`src/rtl/mem_port_arbiter.sv`:
```
// mem_port_arbiter: shares one single-port unified RAM between instruction
// fetch (read-only) and the MEM stage (load/store). Each access is sequenced
// IDLE -> ACCESS -> (WAIT) -> RESP, and per-requester stall requests hold the
// pipeline while an access is outstanding.
// Optional feature: define MEM_ARB_FAIR_EN to add a starve counter that
// hands IF the port after STARVE_LIMIT consecutive MEM grants.
module mem_port_arbiter #(
   parameter int ADDR_W       = 32,
   parameter int DATA_W       = 32,
   parameter int RAM_LATENCY  = 1,
   parameter int STARVE_LIMIT = 4
) (
   input  logic              clk_i,
   input  logic              rst_i,
   input  logic              if_req_i,
   input  logic [ADDR_W-1:0] if_addr_i,
   output logic              if_valid_o,
   output logic [DATA_W-1:0] if_rdata_o,
   input  logic              mem_req_i,
   input  logic              mem_we_i,
   input  logic [ADDR_W-1:0] mem_addr_i,
   input  logic [DATA_W-1:0] mem_wdata_i,
   input  logic [3:0]        mem_be_i,
   output logic              mem_valid_o,
   output logic [DATA_W-1:0] mem_rdata_o,
   output logic              ram_ce_o,
   output logic              ram_we_o,
   output logic [3:0]        ram_be_o,
   output logic [ADDR_W-1:0] ram_addr_o,
   output logic [DATA_W-1:0] ram_wdata_o,
   input  logic [DATA_W-1:0] ram_rdata_i,
   output logic              stallreq_if_o,
   output logic              stallreq_mem_o
);

   localparam logic [1:0] S_IDLE   = 2'd0;
   localparam logic [1:0] S_ACCESS = 2'd1;
   localparam logic [1:0] S_WAIT   = 2'd2;
   localparam logic [1:0] S_RESP   = 2'd3;

   localparam logic [1:0] OWN_NONE = 2'd0;
   localparam logic [1:0] OWN_IF   = 2'd1;
   localparam logic [1:0] OWN_MEM  = 2'd2;

   // Parameter sanity: the wait counter is 3 bits, the starve counter 4 bits.
   if (RAM_LATENCY < 1 || RAM_LATENCY > 7) begin : g_bad_latency
      $error("mem_port_arbiter: RAM_LATENCY must be 1..7");
   end
   if (STARVE_LIMIT < 1 || STARVE_LIMIT > 15) begin : g_bad_starve
      $error("mem_port_arbiter: STARVE_LIMIT must be 1..15");
   end

   logic [1:0]        state;
   logic [1:0]        owner;
   logic [ADDR_W-1:0] lat_addr;
   logic              lat_we;
   logic [DATA_W-1:0] lat_wdata;
   logic [3:0]        lat_be;
   logic [2:0]        cnt;
   logic [DATA_W-1:0] if_rdata_q;
   logic [DATA_W-1:0] mem_rdata_q;
   logic              grant_mem;

`ifdef MEM_ARB_FAIR_EN
   localparam logic [3:0] STARVE_LIM4 = 4'(STARVE_LIMIT);
   logic [3:0] starve_cnt;

   // MEM normally wins a tie; IF takes the port once MEM has starved it long enough.
   always_comb begin
      grant_mem = mem_req_i & ~(if_req_i & (starve_cnt == STARVE_LIM4));
   end

   // Count MEM grants issued while IF is waiting; any other grant clears the run.
   always_ff @(posedge clk_i or posedge rst_i) begin
      if (rst_i) begin
         starve_cnt <= 4'd0;
      end else if (state == S_IDLE && (if_req_i || mem_req_i)) begin
         starve_cnt <= (grant_mem && if_req_i) ? starve_cnt + 4'd1 : 4'd0;
      end
   end
`else
   // Strict priority: MEM always wins a tie.
   always_comb begin
      grant_mem = mem_req_i;
   end
`endif

   // Access sequencer: latch the winner, strobe the RAM, wait out latency, respond.
   always_ff @(posedge clk_i or posedge rst_i) begin
      if (rst_i) begin
         state       <= S_IDLE;
         owner       <= OWN_NONE;
         lat_addr    <= '0;
         lat_we      <= 1'b0;
         lat_wdata   <= '0;
         lat_be      <= 4'd0;
         cnt         <= 3'd0;
         if_rdata_q  <= '0;
         mem_rdata_q <= '0;
      end else begin
         // NOTE: non-blocking assignments here so every register updates from
         // the pre-edge values, independent of statement order.
         case (state)
            S_IDLE: begin
               if (if_req_i || mem_req_i) begin
                  state <= S_ACCESS;
                  if (grant_mem) begin
                     owner     <= OWN_MEM;
                     lat_addr  <= mem_addr_i;
                     lat_we    <= mem_we_i;
                     lat_wdata <= mem_wdata_i;
                     lat_be    <= mem_be_i;
                  end else begin
                     owner     <= OWN_IF;
                     lat_addr  <= if_addr_i;
                     lat_we    <= 1'b0;
                     lat_wdata <= '0;
                     lat_be    <= 4'd0;
                  end
               end
            end
            S_ACCESS: begin
               if (lat_we) begin
                  // Stores report zero load data on their completion pulse.
                  mem_rdata_q <= '0;
                  state       <= S_RESP;
               end else begin
                  cnt   <= 3'(RAM_LATENCY - 1);
                  state <= S_WAIT;
               end
            end
            S_WAIT: begin
               if (cnt == 3'd0) begin
                  if (owner == OWN_MEM) begin
                     mem_rdata_q <= ram_rdata_i;
                  end else begin
                     if_rdata_q <= ram_rdata_i;
                  end
                  state <= S_RESP;
               end else begin
                  cnt <= cnt - 3'd1;
               end
            end
            default: begin
               // RESP: the owner's request is still high but is not re-arbitrated.
               state <= S_IDLE;
               owner <= OWN_NONE;
            end
         endcase
      end
   end

   // RAM command bus is driven only during the single ACCESS cycle.
   always_comb begin
      // NOTE: every output gets a default first so no path leaves it unassigned
      // and no latch is inferred.
      ram_ce_o    = 1'b0;
      ram_we_o    = 1'b0;
      ram_be_o    = 4'd0;
      ram_addr_o  = '0;
      ram_wdata_o = '0;
      if (state == S_ACCESS) begin
         ram_ce_o    = 1'b1;
         ram_we_o    = lat_we;
         ram_be_o    = lat_be;
         ram_addr_o  = lat_addr;
         ram_wdata_o = lat_wdata;
      end
   end

   // Completion pulses decode straight from registered state, so stalls drop
   // in the same cycle as the pulse.
   assign if_valid_o     = (state == S_RESP) && (owner == OWN_IF);
   assign mem_valid_o    = (state == S_RESP) && (owner == OWN_MEM);
   assign if_rdata_o     = if_rdata_q;
   assign mem_rdata_o    = mem_rdata_q;
   assign stallreq_if_o  = if_req_i & ~if_valid_o;
   assign stallreq_mem_o = mem_req_i & ~mem_valid_o;

endmodule

```
`config.mk`:
```
export PLATFORM = sky130hd
export DESIGN_NAME = mem_port_arbiter
export DESIGN_NICKNAME = d
export VERILOG_FILES = /design/src/rtl/mem_port_arbiter.sv
export SDC_FILE = /design/constraint.sdc
export NUM_CORES = 1
export LEC_CHECK = 0
export CORE_MARGIN = 1
export CORE_UTILIZATION = 39
export DETAILED_ROUTE_END_ITERATION = 6
export GPL_ROUTABILITY_DRIVEN = 0
export PLACE_DENSITY_LB_ADDON = 0.25
export SLEW_MARGIN = 20
export SYNTH_ARGS = -nofsm -noshare
export SYNTH_HDL_FRONTEND = slang
export SYNTH_SLANG_ARGS = --single-unit
```
`constraint.sdc`:
```
create_clock -name clk_i -period 4.7 [get_ports clk_i]
set_input_delay 0.705 -clock clk_i [delete_from_list [all_inputs] [get_ports clk_i]]
set_output_delay 0.705 -clock clk_i [all_outputs]
set_load 0.02 [all_outputs]
```
# Word level (Yosys, flattened, before mapping)
# Cells that the tools add are included.
[totals] inputBits=137 elab_cells=63 register_bits=140
[classes] eq_ne=11 n_mux=23 addsub=1 bitwise_logic=6 n_reduce_logical=13
[op_table] cell="two-way mux 32 bit" count=7
[op_table] cell="one-hot mux 32 bit (2 select lines)" count=1
[op_table] cell="!= test 2 bit (second input constant)" count=6
[op_table] cell="two-way mux 2 bit" count=4
[op_table] cell="two-way mux 4 bit" count=2
[op_table] cell="equality test 2 bit (second input constant)" count=3
[op_table] cell="two-way mux 3 bit" count=2
[op_table] cell="one-hot mux 2 bit (3 select lines)" count=1
[op_table] cell="one-hot mux 3 bit (2 select lines)" count=1
[op_table] cell="AND reduction 2 bit" count=3
[op_table] cell="AND reduction 3 bit" count=2
[op_table] cell="equality test 2 x 1 -> 1 bit (second input constant)" count=2
[op_table] cell="two-way mux 1 bit" count=4
[op_table] cell="inverter 1 bit" count=4
[op_table] cell="one-hot mux 2 bit (2 select lines)" count=1
[op_table] cell="AND reduction 4 bit" count=1
[op_table] cell="zero test 3 bit" count=1
[op_table] cell="subtractor 3 x 1 -> 3 bit (second input constant)" count=1
[op_table] cell="AND 1 bit" count=2
[op_table] cell="logical AND 1 bit" count=2
[op_table] cell="zero test 2 bit" count=1
[op_table] cell="nonzero test 2 bit" count=1
[op_table] cell="OR reduction 2 bit" count=1
[op_table] cell="logical OR 1 bit" count=1

# Depth between registers and ports, before layout
[depth] word_depth=4 mapped_depth=7 mapped_depth_nobuf=6

# Worst setup path after synthesis
# OpenSTA, ideal clock, no wires.
[synth_timing] path_type="reg-to-output" start="register state[1]" end="output port ram_addr_o[0]" setup_slack_ps=2529 stages_incl_launch_ff=6 arrival_ps=1466 required_time_ps=3995 path_cell_list="dfrtp_1 > inv_1 > ha_1 > clkbuf_1 > clkbuf_1 > and2_1"
[synth_between] elab_chain_cells=2
[synth_lines] item="start, declared" line_no="53" source="logic [1:0] state;"
[synth_lines] item="start signal, assigned" line_no="91" source="state <= S_IDLE;"
[synth_lines] item="start signal, assigned" line_no="106" source="state <= S_ACCESS;"
[synth_lines] item="start signal, assigned" line_no="126" source="state <= S_RESP;"
[synth_lines] item="equality test 2 x 1 -> 1 bit" line_no="162" source="if (state == S_ACCESS) begin"
[synth_lines] item="two-way mux 32 bit" line_no="162"
[synth_lines] item="end, declared" line_no="29" source="output logic [ADDR_W-1:0] ram_addr_o,"
# No other way between the ends.

# Worst setup path after layout
[layout_timing] start="register state[1]" end="output port ram_we_o"
[layout_between] elab_chain_cells=2
[layout_lines] item="equality test 2 x 1 -> 1 bit" line_no="162"
[layout_lines] item="two-way mux 1 bit" line_no="162"
[layout_lines] item="end, declared" line_no="27" source="output logic ram_we_o,"
# No other way between the ends.

==> flow_summary.toml <==
[clock_tree]
clock_sinks = 140
ctsHoldBuffers = 0
clk_path_buf_depth = 2
ctsResizeCount = 0
htreeDepth = 4
cts_tree = "done"
path_clk_slew_ns = 0.06
clock_tree.root_cell = "clkbuf_16"
clock_latency_ns = 0.41
numCtsBuffers = 17
cts_setup_buffers = 0

[yosys]
synth_cells = 560
synth_top_area_share = 0.544
ys_top_cells_by_area = "dfrtp_1 (54%), mux2i_1 (11%), and2_1 (6.8%)"
synth_compound_area_frac = 0.108
synth_simple_gate_area_frac = 0.108
synth_top_family_by_area = "multiplexers"
synth_seq_area_share = 0.544
synthFlopType = "dfrtp_1"
synth_edf_count = 0
synth.area.mux_share = 0.163
synth_cell_types = 30
async_flop_share = 1.00
synthMostInstantiatedCell = "dfrtp_1"
syn_avg_cell_area_um2 = 11.5
synth-adder-area-share = 0.0175
netlist_top_cells_count = "dfrtp_1 (140), and2_1 (70), mux2i_1 (68), o21ai_0 (59), inv_1 (42)"
synth_nets = 706
yosys_warnings = 0
synth-xor-area-share = 0
synth-seq-cells = 140
synth_top_cell_by_area = "dfrtp_1"
netlist_area_mm2 = 0.00644

[cells_and_area]
final_cell_area_mm2 = 0.00985
final-seq-area_mm2 = 0.00350
num_antenna_cells = 0
syn2layout_area_growth_pct = 53.1
fillers = 1311
multiInputGateArea_mm2 = 0.00256
layout-drive-gt1-share = 0.0888
fin_nets = 967
final_util = 0.616

[timing]
slew_viol_final = 0
fin_crit_sh = 0.754
finalClockSkew_ns = 0.00628
tns_ns = 0
fmax_ghz = 0.282
rsz0062_at_grt = "false"
setup_viol = 0
finalCriticalPeriod_ns = 3.55
final_hold_viol_count = 0
relSlewSlack = 0.348
tightest_slew_ns = 0.977

[floorplanning]
die_width_um = 130
die_h_um = 130
rows = 46
io_pins = 275
dieArea_mm2 = 0.0170
initial_utilization = 0.402
core_area_mm2 = 0.0160

[run]
maxCapViolations = 0

[critical_path]
rr_endpoint = "mem_rdata_o[21]$_DFFE_PP0P_"
critPathMaxFanout = 70
cp.required_ns = 3.99
regToRegSetupSlack_ns = 2.08
r2r-start = "state[1]$_DFFE_PP0P_"
crit_arrival_ns = 2.84
ff2ff_path_depth = 5
crit_type = "flip-flop to primary output"
start_kind = "flip-flop"
end_kind = "primary output"

[global_route]
overflow = 0
grt_max_degree = 77
grt_pass1_vias = 5081
grt_pass1_wl_um = 26200
antenna_found_initial = 1
grt_usage = 0.204

[place]
numPortBuffers = 274
dp_hpwl_um = 12500
place_area_mm2 = 0.00930

[outcome]
status = "completed"

[worst_hold_path]
whs_path_depth = 2
hold_class = "flip-flop to flip-flop"
hp-start = "lat_addr[11]$_DFFE_PP0P_"
holdPathEnd = "lat_addr[11]$_DFFE_PP0P_"

[pwr]
vdd_drop_max_v = 0.000345
p_per_area_mw_per_mm2 = 637
power.leakage_nw = 4.61

[drt]
drc = 0
via_per_inst = 4.77
ant_nets = 0
drt_iter0_drc = 152
firstDrtPassIters = 4
wl_per_cell_um = 16.5
vias = 5000
routed_wl_um = 17300
cell type report:
cell class | count | area share
clock buffer | 23 | 0.0505
sequential | 140 | 0.356
timing repair buffer | 280 | 0.284
tap | 216 | 0.0274
multi-input combinational | 340 | 0.260
inverter | 42 | 0.0165
clock inverter | 8 | 0.00597
power breakdown:
part           leakage [nW]  internal, mW  switching, mW
combinational          2.57          1.44           1.52
sequential             1.77          1.78          0.289
clock                 0.268         0.744          0.502
total                  4.61          3.97           2.31
per-stage QoR:
step	hold WS, ns	instances	setup slack [ns]	power, mW
3_5_place_dp	0.464	1018	1.50	5.07
6_report	0.472	1049	1.15	6.28
5_1_grt	0.494	1049	0.873	6.68
4_1_cts	0.476	1049	1.05	6.36
3_3_place_gp	0.455	1018	1.59	4.96
2_1_floorplan	0.442	560	0.242	3.78
cell usage in the layout, fill, tap and decap left out, types with 8 or more instances in the layout:
| master | count |
|---|---|
| dfrtp_1 | 140 |
| o21ai_0 | 59 |
| inv_1 | 41 |
| mux2_2 | 28 |
| clkdlybuf4s50_1 | 273 |
| clkbuf_16 | 17 |
| nand2_1 | 35 |
| ha_1 | 8 |
| a22o_1 | 38 |
| mux2i_1 | 68 |
| and2_1 | 70 |
registers in the layout, summed over array words and instances (netlist names):
register     flops
lat_wdata       32
cnt              3
owner            2
lat_be           4
lat_we           1
state            2
lat_addr        32
if_rdata_o      32
mem_rdata_o     32
critical path, stage by stage, from the launching register on:
cell             delay (ns)
dfrtp_1                0.43
inv_1                  0.15
ha_2                   0.85
nand2_1                0.25
inv_1                  0.12
clkdlybuf4s50_1        0.62
per-layer routing:
metal | wire (um) | up-vias | share of wire | track usage
met1 | 6800 | 2373 | 0.39 | 0.227
met2 | 8650 | 187 | 0.50 | 0.357
met3 | 1590 | 23 | 0.092 | 0.0737
li1 | - | 2415 | - | -
met4 | 255 | 2 | 0.015 | 0.0744
met5 | 13 | - | 0.00075 | 0
worst max path at each step:
| stage | from | end | slack, ns | cells past startpoint |
|---|---|---|---|---|
| 2_1_floorplan | rst_i | cnt[0]$_DFFE_PP0P_ | 0.24 | 1 |
| 3_3_place_gp | state[1]$_DFFE_PP0P_ | ram_we_o | 1.59 | 5 |
| 3_5_place_dp | state[1]$_DFFE_PP0P_ | ram_we_o | 1.50 | 5 |
| 4_1_cts | state[1]$_DFFE_PP0P_ | ram_we_o | 1.05 | 5 |
| 5_1_grt | state[1]$_DFFE_PP0P_ | ram_we_o | 0.87 | 5 |
| 6_report | state[1]$_DFFE_PP0P_ | ram_we_o | 1.15 | 5 |
kinds of logic after synthesis:
kind of cell,Yosys count
fa+ha+maj,9
simple gates,121
mux,101
buf+inv,80
flops,140
compound gates,109
Note: power is estimated with default switching activity, not from simulation.
